--- config.mk ---
export PLATFORM = sky130hd
export DESIGN_NAME = audio_gain_stage_flat
export DESIGN_NICKNAME = d
export VERILOG_FILES = /design/src/rtl/audio_gain_if.sv /design/src/rtl/audio_gain_stage.sv /design/src/flat_wrapper.sv
export SDC_FILE = /design/constraint.sdc
export NUM_CORES = 1
export LEC_CHECK = 0
export ABC_AREA = 1
export BUFFER_PORTS_ARGS = -buffer_cell sky130_fd_sc_hd__buf_2
export CORE_AREA = 2 2 216 260
export CTS_BUF_LIST = sky130_fd_sc_hd__clkbuf_8
export DETAILED_ROUTE_END_ITERATION = 16
export DIE_AREA = 0 0 218 262
export PLACE_DENSITY = 0.67
export SETUP_SLACK_MARGIN = 0.05
export SLEW_MARGIN = 20
export SYNTH_ARGS = -nofsm -noshare
export SYNTH_HDL_FRONTEND = slang
export SYNTH_SLANG_ARGS = --single-unit
--- constraint.sdc ---
create_clock -name audio_clk -period 9.9 [get_ports audio_clk]
set_input_delay 0.99 -clock audio_clk [delete_from_list [all_inputs] [get_ports audio_clk]]
set_output_delay 0.99 -clock audio_clk [all_outputs]
set_load 0.05 [all_outputs]
--- src/rtl/audio_gain_if.sv ---
// Codec-side signal bundle for the soft-volume stage: record samples and frame strobe in,
// scaled play samples and gain status out.
interface audio_gain_if #(
    parameter int DATA_W = 24,
    parameter int GAIN_W = 16
) ();
    logic              NewFrame;
    logic [DATA_W-1:0] LeftRecData;
    logic [DATA_W-1:0] RightRecData;
    logic [GAIN_W-1:0] target_gain;
    logic              mute;
    logic [DATA_W-1:0] LeftPlayData;
    logic [DATA_W-1:0] RightPlayData;
    logic [GAIN_W-1:0] cur_gain;
    logic              ramping;
    logic              clip;
    logic              sample_valid;

    modport master (
        output NewFrame, LeftRecData, RightRecData, target_gain, mute,
        input  LeftPlayData, RightPlayData, cur_gain, ramping, clip, sample_valid
    );

    modport slave (
        input  NewFrame, LeftRecData, RightRecData, target_gain, mute,
        output LeftPlayData, RightPlayData, cur_gain, ramping, clip, sample_valid
    );
endinterface

--- src/rtl/audio_gain_stage.sv ---
// Soft-volume stage: once per frame scales both record samples by a shared gain that ramps
// toward the target in fixed steps, saturating the results onto the play outputs.
//
// state    | meaning
// S_IDLE   | wait for frame strobe rise; capture samples, gain and target
// S_MUL_L  | left product through shared multiplier into holding register
// S_MUL_R  | right product through shared multiplier into holding register
// S_UPDATE | publish play data and clip, pulse sample_valid, step gain
module audio_gain_stage #(
    parameter int DATA_W    = 24,
    parameter int GAIN_W    = 16,
    parameter int FRAC      = 14,
    parameter int RAMP_STEP = 64
) (
    input logic         audio_clk,
    input logic         reset,
    audio_gain_if.slave bus
);
    localparam int PW = DATA_W + GAIN_W + 1;
    localparam logic signed [GAIN_W:0] STEP_S = (GAIN_W + 1)'(RAMP_STEP);
    localparam logic [GAIN_W-1:0]      STEP_G = GAIN_W'(RAMP_STEP);

    typedef enum logic [1:0] {S_IDLE, S_MUL_L, S_MUL_R, S_UPDATE} state_t;

    state_t r_state;
    state_t w_next;

    logic              r_nf_d;
    logic              w_trig;
    logic [DATA_W-1:0] r_cap_l;
    logic [DATA_W-1:0] r_cap_r;
    logic [GAIN_W-1:0] r_g;
    logic [GAIN_W-1:0] r_eff;
    logic [GAIN_W-1:0] r_cur;
    logic [DATA_W-1:0] r_hold_l;
    logic [DATA_W-1:0] r_hold_r;
    logic              r_sat_l;
    logic              r_sat_r;
    logic [DATA_W-1:0] r_left;
    logic [DATA_W-1:0] r_right;
    logic              r_clip;
    logic              r_valid;

    logic [DATA_W-1:0]        w_mul_a;
    logic signed [PW-1:0]     w_prod;
    logic [PW-DATA_W-FRAC:0]  w_hi;
    logic                     w_ovf;
    logic [DATA_W-1:0]        w_res;
    logic signed [GAIN_W:0]   w_diff;
    logic [GAIN_W-1:0]        w_gain_next;

    assign w_trig = bus.NewFrame & ~r_nf_d;

    always_ff @(posedge audio_clk or negedge reset) begin
        if (!reset) r_state <= S_IDLE;
        else        r_state <= w_next;
    end

    always_comb begin
        w_next = r_state;
        case (r_state)
            S_IDLE:   if (w_trig) w_next = S_MUL_L;
            S_MUL_L:  w_next = S_MUL_R;
            S_MUL_R:  w_next = S_UPDATE;
            S_UPDATE: w_next = S_IDLE;
            default:  w_next = S_IDLE;
        endcase
    end

    // Single multiplier shared between channels; gain is zero-extended so it stays unsigned.
    assign w_mul_a = (r_state == S_MUL_R) ? r_cap_r : r_cap_l;
    assign w_prod  = $signed({{(GAIN_W + 1){w_mul_a[DATA_W-1]}}, w_mul_a})
                   * $signed({{DATA_W{1'b0}}, 1'b0, r_g});

    // Dropping the low FRAC bits of a two's-complement value floors toward minus infinity.
    assign w_hi  = w_prod[PW-1:DATA_W-1+FRAC];
    assign w_ovf = ~((&w_hi) | ~(|w_hi));
    assign w_res = !w_ovf          ? w_prod[DATA_W-1+FRAC:FRAC] :
                   w_prod[PW-1]    ? {1'b1, {(DATA_W - 1){1'b0}}} :
                                     {1'b0, {(DATA_W - 1){1'b1}}};

    assign w_diff = $signed({1'b0, r_eff}) - $signed({1'b0, r_cur});

    always_comb begin
        w_gain_next = r_eff;
        if (w_diff > STEP_S)       w_gain_next = r_cur + STEP_G;
        else if (w_diff < -STEP_S) w_gain_next = r_cur - STEP_G;
    end

    always_ff @(posedge audio_clk or negedge reset) begin
        if (!reset) begin
            r_nf_d   <= 1'b0;
            r_cap_l  <= '0;
            r_cap_r  <= '0;
            r_g      <= '0;
            r_eff    <= '0;
            r_cur    <= '0;
            r_hold_l <= '0;
            r_hold_r <= '0;
            r_sat_l  <= 1'b0;
            r_sat_r  <= 1'b0;
            r_left   <= '0;
            r_right  <= '0;
            r_clip   <= 1'b0;
            r_valid  <= 1'b0;
        end else begin
            r_nf_d  <= bus.NewFrame;
            r_valid <= 1'b0;
            case (r_state)
                S_IDLE: begin
                    if (w_trig) begin
                        r_cap_l <= bus.LeftRecData;
                        r_cap_r <= bus.RightRecData;
                        r_g     <= r_cur;
                        r_eff   <= bus.mute ? '0 : bus.target_gain;
                    end
                end
                S_MUL_L: begin
                    r_hold_l <= w_res;
                    r_sat_l  <= w_ovf;
                end
                S_MUL_R: begin
                    r_hold_r <= w_res;
                    r_sat_r  <= w_ovf;
                end
                S_UPDATE: begin
                    r_left  <= r_hold_l;
                    r_right <= r_hold_r;
                    r_clip  <= r_sat_l | r_sat_r;
                    r_valid <= 1'b1;
                    r_cur   <= w_gain_next;
                end
                default: ;
            endcase
        end
    end

    assign bus.LeftPlayData  = r_left;
    assign bus.RightPlayData = r_right;
    assign bus.cur_gain      = r_cur;
    assign bus.clip          = r_clip;
    assign bus.sample_valid  = r_valid;
    assign bus.ramping       = (r_cur != (bus.mute ? '0 : bus.target_gain));
endmodule

--- src/flat_wrapper.sv ---
// flat-port wrapper written by rule: the top's interface ports become plain ports
module audio_gain_stage_flat 
#(
    parameter int DATA_W    = 24,
    parameter int GAIN_W    = 16,
    parameter int FRAC      = 14,
    parameter int RAMP_STEP = 64
)
  (audio_clk, reset, bus_NewFrame, bus_LeftRecData, bus_RightRecData, bus_target_gain, bus_mute, bus_LeftPlayData, bus_RightPlayData, bus_cur_gain, bus_ramping, bus_clip, bus_sample_valid);
  audio_gain_if #(.DATA_W(DATA_W), .GAIN_W(GAIN_W)) bus_i ();
  input logic audio_clk;
  input logic reset;
  input wire logic [$bits(bus_i.NewFrame)-1:0] bus_NewFrame;
  input wire logic [$bits(bus_i.LeftRecData)-1:0] bus_LeftRecData;
  input wire logic [$bits(bus_i.RightRecData)-1:0] bus_RightRecData;
  input wire logic [$bits(bus_i.target_gain)-1:0] bus_target_gain;
  input wire logic [$bits(bus_i.mute)-1:0] bus_mute;
  output wire logic [$bits(bus_i.LeftPlayData)-1:0] bus_LeftPlayData;
  output wire logic [$bits(bus_i.RightPlayData)-1:0] bus_RightPlayData;
  output wire logic [$bits(bus_i.cur_gain)-1:0] bus_cur_gain;
  output wire logic [$bits(bus_i.ramping)-1:0] bus_ramping;
  output wire logic [$bits(bus_i.clip)-1:0] bus_clip;
  output wire logic [$bits(bus_i.sample_valid)-1:0] bus_sample_valid;
  assign bus_i.NewFrame = bus_NewFrame;
  assign bus_i.LeftRecData = bus_LeftRecData;
  assign bus_i.RightRecData = bus_RightRecData;
  assign bus_i.target_gain = bus_target_gain;
  assign bus_i.mute = bus_mute;
  assign bus_LeftPlayData = bus_i.LeftPlayData;
  assign bus_RightPlayData = bus_i.RightPlayData;
  assign bus_cur_gain = bus_i.cur_gain;
  assign bus_ramping = bus_i.ramping;
  assign bus_clip = bus_i.clip;
  assign bus_sample_valid = bus_i.sample_valid;
  audio_gain_stage #(.DATA_W(DATA_W), .GAIN_W(GAIN_W), .FRAC(FRAC), .RAMP_STEP(RAMP_STEP)) u_core (.audio_clk(audio_clk), .reset(reset), .bus(bus_i));
endmodule
==> metrics.yaml <==
clock_tree:
  clkSinkCount: 199
  cts_hold_buf: 0
  clock-root-buffer: "clkbuf_8"
  numCtsBuffers: 17
  path_clk_slew_ns: 0.13
  cts_resized: 0
  cts_setup_buffers: 0
  clockBufferDepth: 2
  tritoncts: "done"
  cts_max_level: 4
  worstSkewPairLatency_ns: 0.61
synthesis:
  yosysTopAreaCellShare_pct: 30.9
  async_reset_ff_share_pct: 100
  ys_seq_area_share_pct: 20.4
  ys_warn_count: 0
  syn_inst: 3093
  synth_nets: 3658
  ys_ff_latch: 199
  synth_edf_count: 0
  synth_top_area_cell: "fa_1"
  ys_types: 45
  synth-main-ff-cell: "dfrtp_1"
  syn_area_per_cell_sq_um: 7.87
  synth_area_leaders: "fa_1 (31%), dfrtp_1 (20%), nand2_1 (15%), inv_1 (9.8%), ha_1 (6.2%)"
  syn-cell-area_sq_um: 24400
grt:
  antenna_found_initial: 1
  grt_pass1_wl_um: 112000
  grt_pass1_vias: 21076
  overflow: 0
  grt_usage_pct: 25.7
  grt_max_degree: 90
detailed_routing:
  vias_per_cell: 5.06
  first_iter_violations: 1287
  wire_per_inst_um: 17.5
  ant_nets: 0
  first_pass_iters: 5
  num_vias: 19839
  route.final.wire_length_um: 68700
  drc: 0
sta:
  setup_viol: 0
  finalHoldViolCount: 0
  fmax_ghz: 0.118
  finalSetupTns_ns: 0
  grt_setup_unrepaired: "no"
  tightestPinTransition_ns: 1.18
  period_minus_slack_ns: 8.47
  post-route-period-util_pct: 85.5
  drv_slew: 0
  skew_ns: 0.0291
  relSlewSlack_pct: 21.2
floorplanning:
  initial_core_util_pct: 44.6
  die_x_um: 218
  die_y_um: 262
  core-area_sq_um: 54600
  die_area_sq_um: 57100
  ioPinCount: 135
  fp-row-count: 94
critical_path:
  arrival_ns: 9.00
  worst_path_max_delay_cell: "fa_1"
  worstSetupPathType: "flop to flop"
  crit_family: "adder cells"
  critical_path_required_ns: 10.43
  cp_slowest_stage_delay_ns: 0.57
  cp_max_fo: 24
  start_kind: "flop"
  critical_path.most_common_cell: "nand2_1"
  cp-end-kind: "flop"
  cp.buffers_inverters: 7
layout:
  syn_to_final_growth_pct: 7.65
  nNetsFinal: 3749
  nFillCells: 5480
  drive_gt1_share_pct: 10.1
place:
  io_buffers: 134
  place_congestion: 0.942
  dpl.hpwl_um: 54500
worst_hold_path:
  hold_path.class: "input port to asynchronous set/reset pin"
job:
  maxCapViolations: 0
outcome:
  status: "finished, final reports clean"
==> layout by cell type (no fill, tap or decap), types with 7 or more instances in the layout <==
cell	count
o21bai_1	7
nor4_1	8
buf_4	36
a21oi_1	55
ha_1	119
nand2_1	958
nor3_1	14
nor2_1	251
o21ai_0	70
nand3_1	69
nand2_2	25
clkbuf_8	18
o21ai_1	11
dfrtp_1	199
fa_1	376
xnor2_1	13
mux2_2	48
xor2_1	40
buf_2	133
nand4_1	20
clkinv_1	12
or2_2	24
inv_1	634
==> cell usage after synthesis, types with 2 or more instances <==
library cell,count
nor3_1,14
nand4_1,20
and2_1,4
clkbuf_1,81
nand2_1,959
ha_1,121
inv_1,636
nor2_1,251
a21o_1,2
buf_4,4
xor2_1,40
nand2_2,25
buf_2,4
nand3_1,69
a21oi_1,55
dfrtp_1,199
o21ai_2,4
o21ai_1,11
o21bai_1,7
o21a_1,2
nor4_1,8
nand3b_1,4
buf_1,4
fa_1,376
xnor2_1,13
nand3_2,2
nor2_2,6
o21ai_0,70
or2_2,24
clkinv_1,12
buf_6,5
mux2_2,48
==> area by class of cell <==
cell class,count,area (sq um),share of cell area (%)
multi-input combinational,2147,16500,63.0
sequential,199,4980,19.0
inverter,649,2440,9.29
timing repair buffer,170,950,3.62
tap,720,901,3.44
clock buffer,17,234,0.892
clock inverter,15,189,0.721
antenna,1,2.50,0.00954
==> routing by layer <==
layer / GRT usage [%] / vias to the layer above / share of wire [%]
met5: 0 / - / 0
met4: 12.6 / 0 / 4.9
met3: 4.55 / 189 / 6.8
met2: 45.3 / 702 / 50
met1: 30.2 / 9672 / 38
li1: - / 9276 / -
==> sequential cells by signal, indices dropped and copies added, names as in the netlist <==
name                      flops
u_core.bus.cur_gain          16
u_core.r_hold_l              24
u_core.bus.sample_valid       1
u_core.r_g                   16
u_core.r_state                2
u_core.r_eff                 16
u_core.r_sat_r                1
u_core.r_nf_d                 1
u_core.r_sat_l                1
u_core.bus.RightPlayData     24
u_core.r_cap_r               24
u_core.bus.clip               1
u_core.r_cap_l               24
u_core.r_hold_r              24
u_core.bus.LeftPlayData      24
==> worst register-to-register path, delay by kind of cell, from the launching register on <==
kind | cells | cell delay, ns
adder cells (fa/ha/maj) | 8 | 3.58
AO/OA/AOI/OAI | 1 | 0.41
AND/OR/NAND/NOR | 15 | 2.76
flip-flops | 1 | 0.42
buffers and inverters | 7 | 1.27
==> path summary, 6_finish.rpt <==
| check | cells after the start | startpoint | slack (ns) | endpoint |
|---|---|---|---|---|
| setup / recovery | 31 | u_core.r_state[0] | 1.43 | u_core.r_hold_r[2] |
| hold / removal | 1 | reset | 0.42 | u_core.bus.RightPlayData[4] |
| setup reg to reg | 31 | u_core.r_state[0] | 1.43 | u_core.r_hold_r[2] |
| hold reg to reg | 2 | u_core.bus.LeftPlayData[15] | 0.48 | u_core.bus.LeftPlayData[15] |
| max in group asynchronous | 2 | reset | 8.08 | u_core.r_cap_l[16] |
| min in group audio_clk | 2 | u_core.bus.LeftPlayData[15] | 0.48 | u_core.bus.LeftPlayData[15] |
==> per-stage QoR <==
step	hold WS, ns	cell area (sq um)	utilization (%)	setup WS [ns]	std cells
after floorplan	0.448	24400	-	2.77	3093
after global placement	0.451	25800	47.3	1.49	3885
after detailed placement	0.458	25800	47.3	1.46	3885
after CTS	0.419	26200	48.0	1.43	3917
after global routing	0.445	26200	48.0	0.786	3918
final	0.420	26200	48.0	1.43	3918
==> kinds of logic after synthesis <==
family / count (synthesis) / share of synthesized area, %
compound gates: 156 / 3.44
xor+xnor: 53 / 1.91
fa+ha+maj: 497 / 37.1
buf+inv: 747 / 11.7
flops: 199 / 20.4
mux: 48 / 2.22
simple gates: 1393 / 23.1
Power is left out: the tool's default activity adds up to more than one toggle a clock period on the data nets, which glitch-free logic cannot reach.
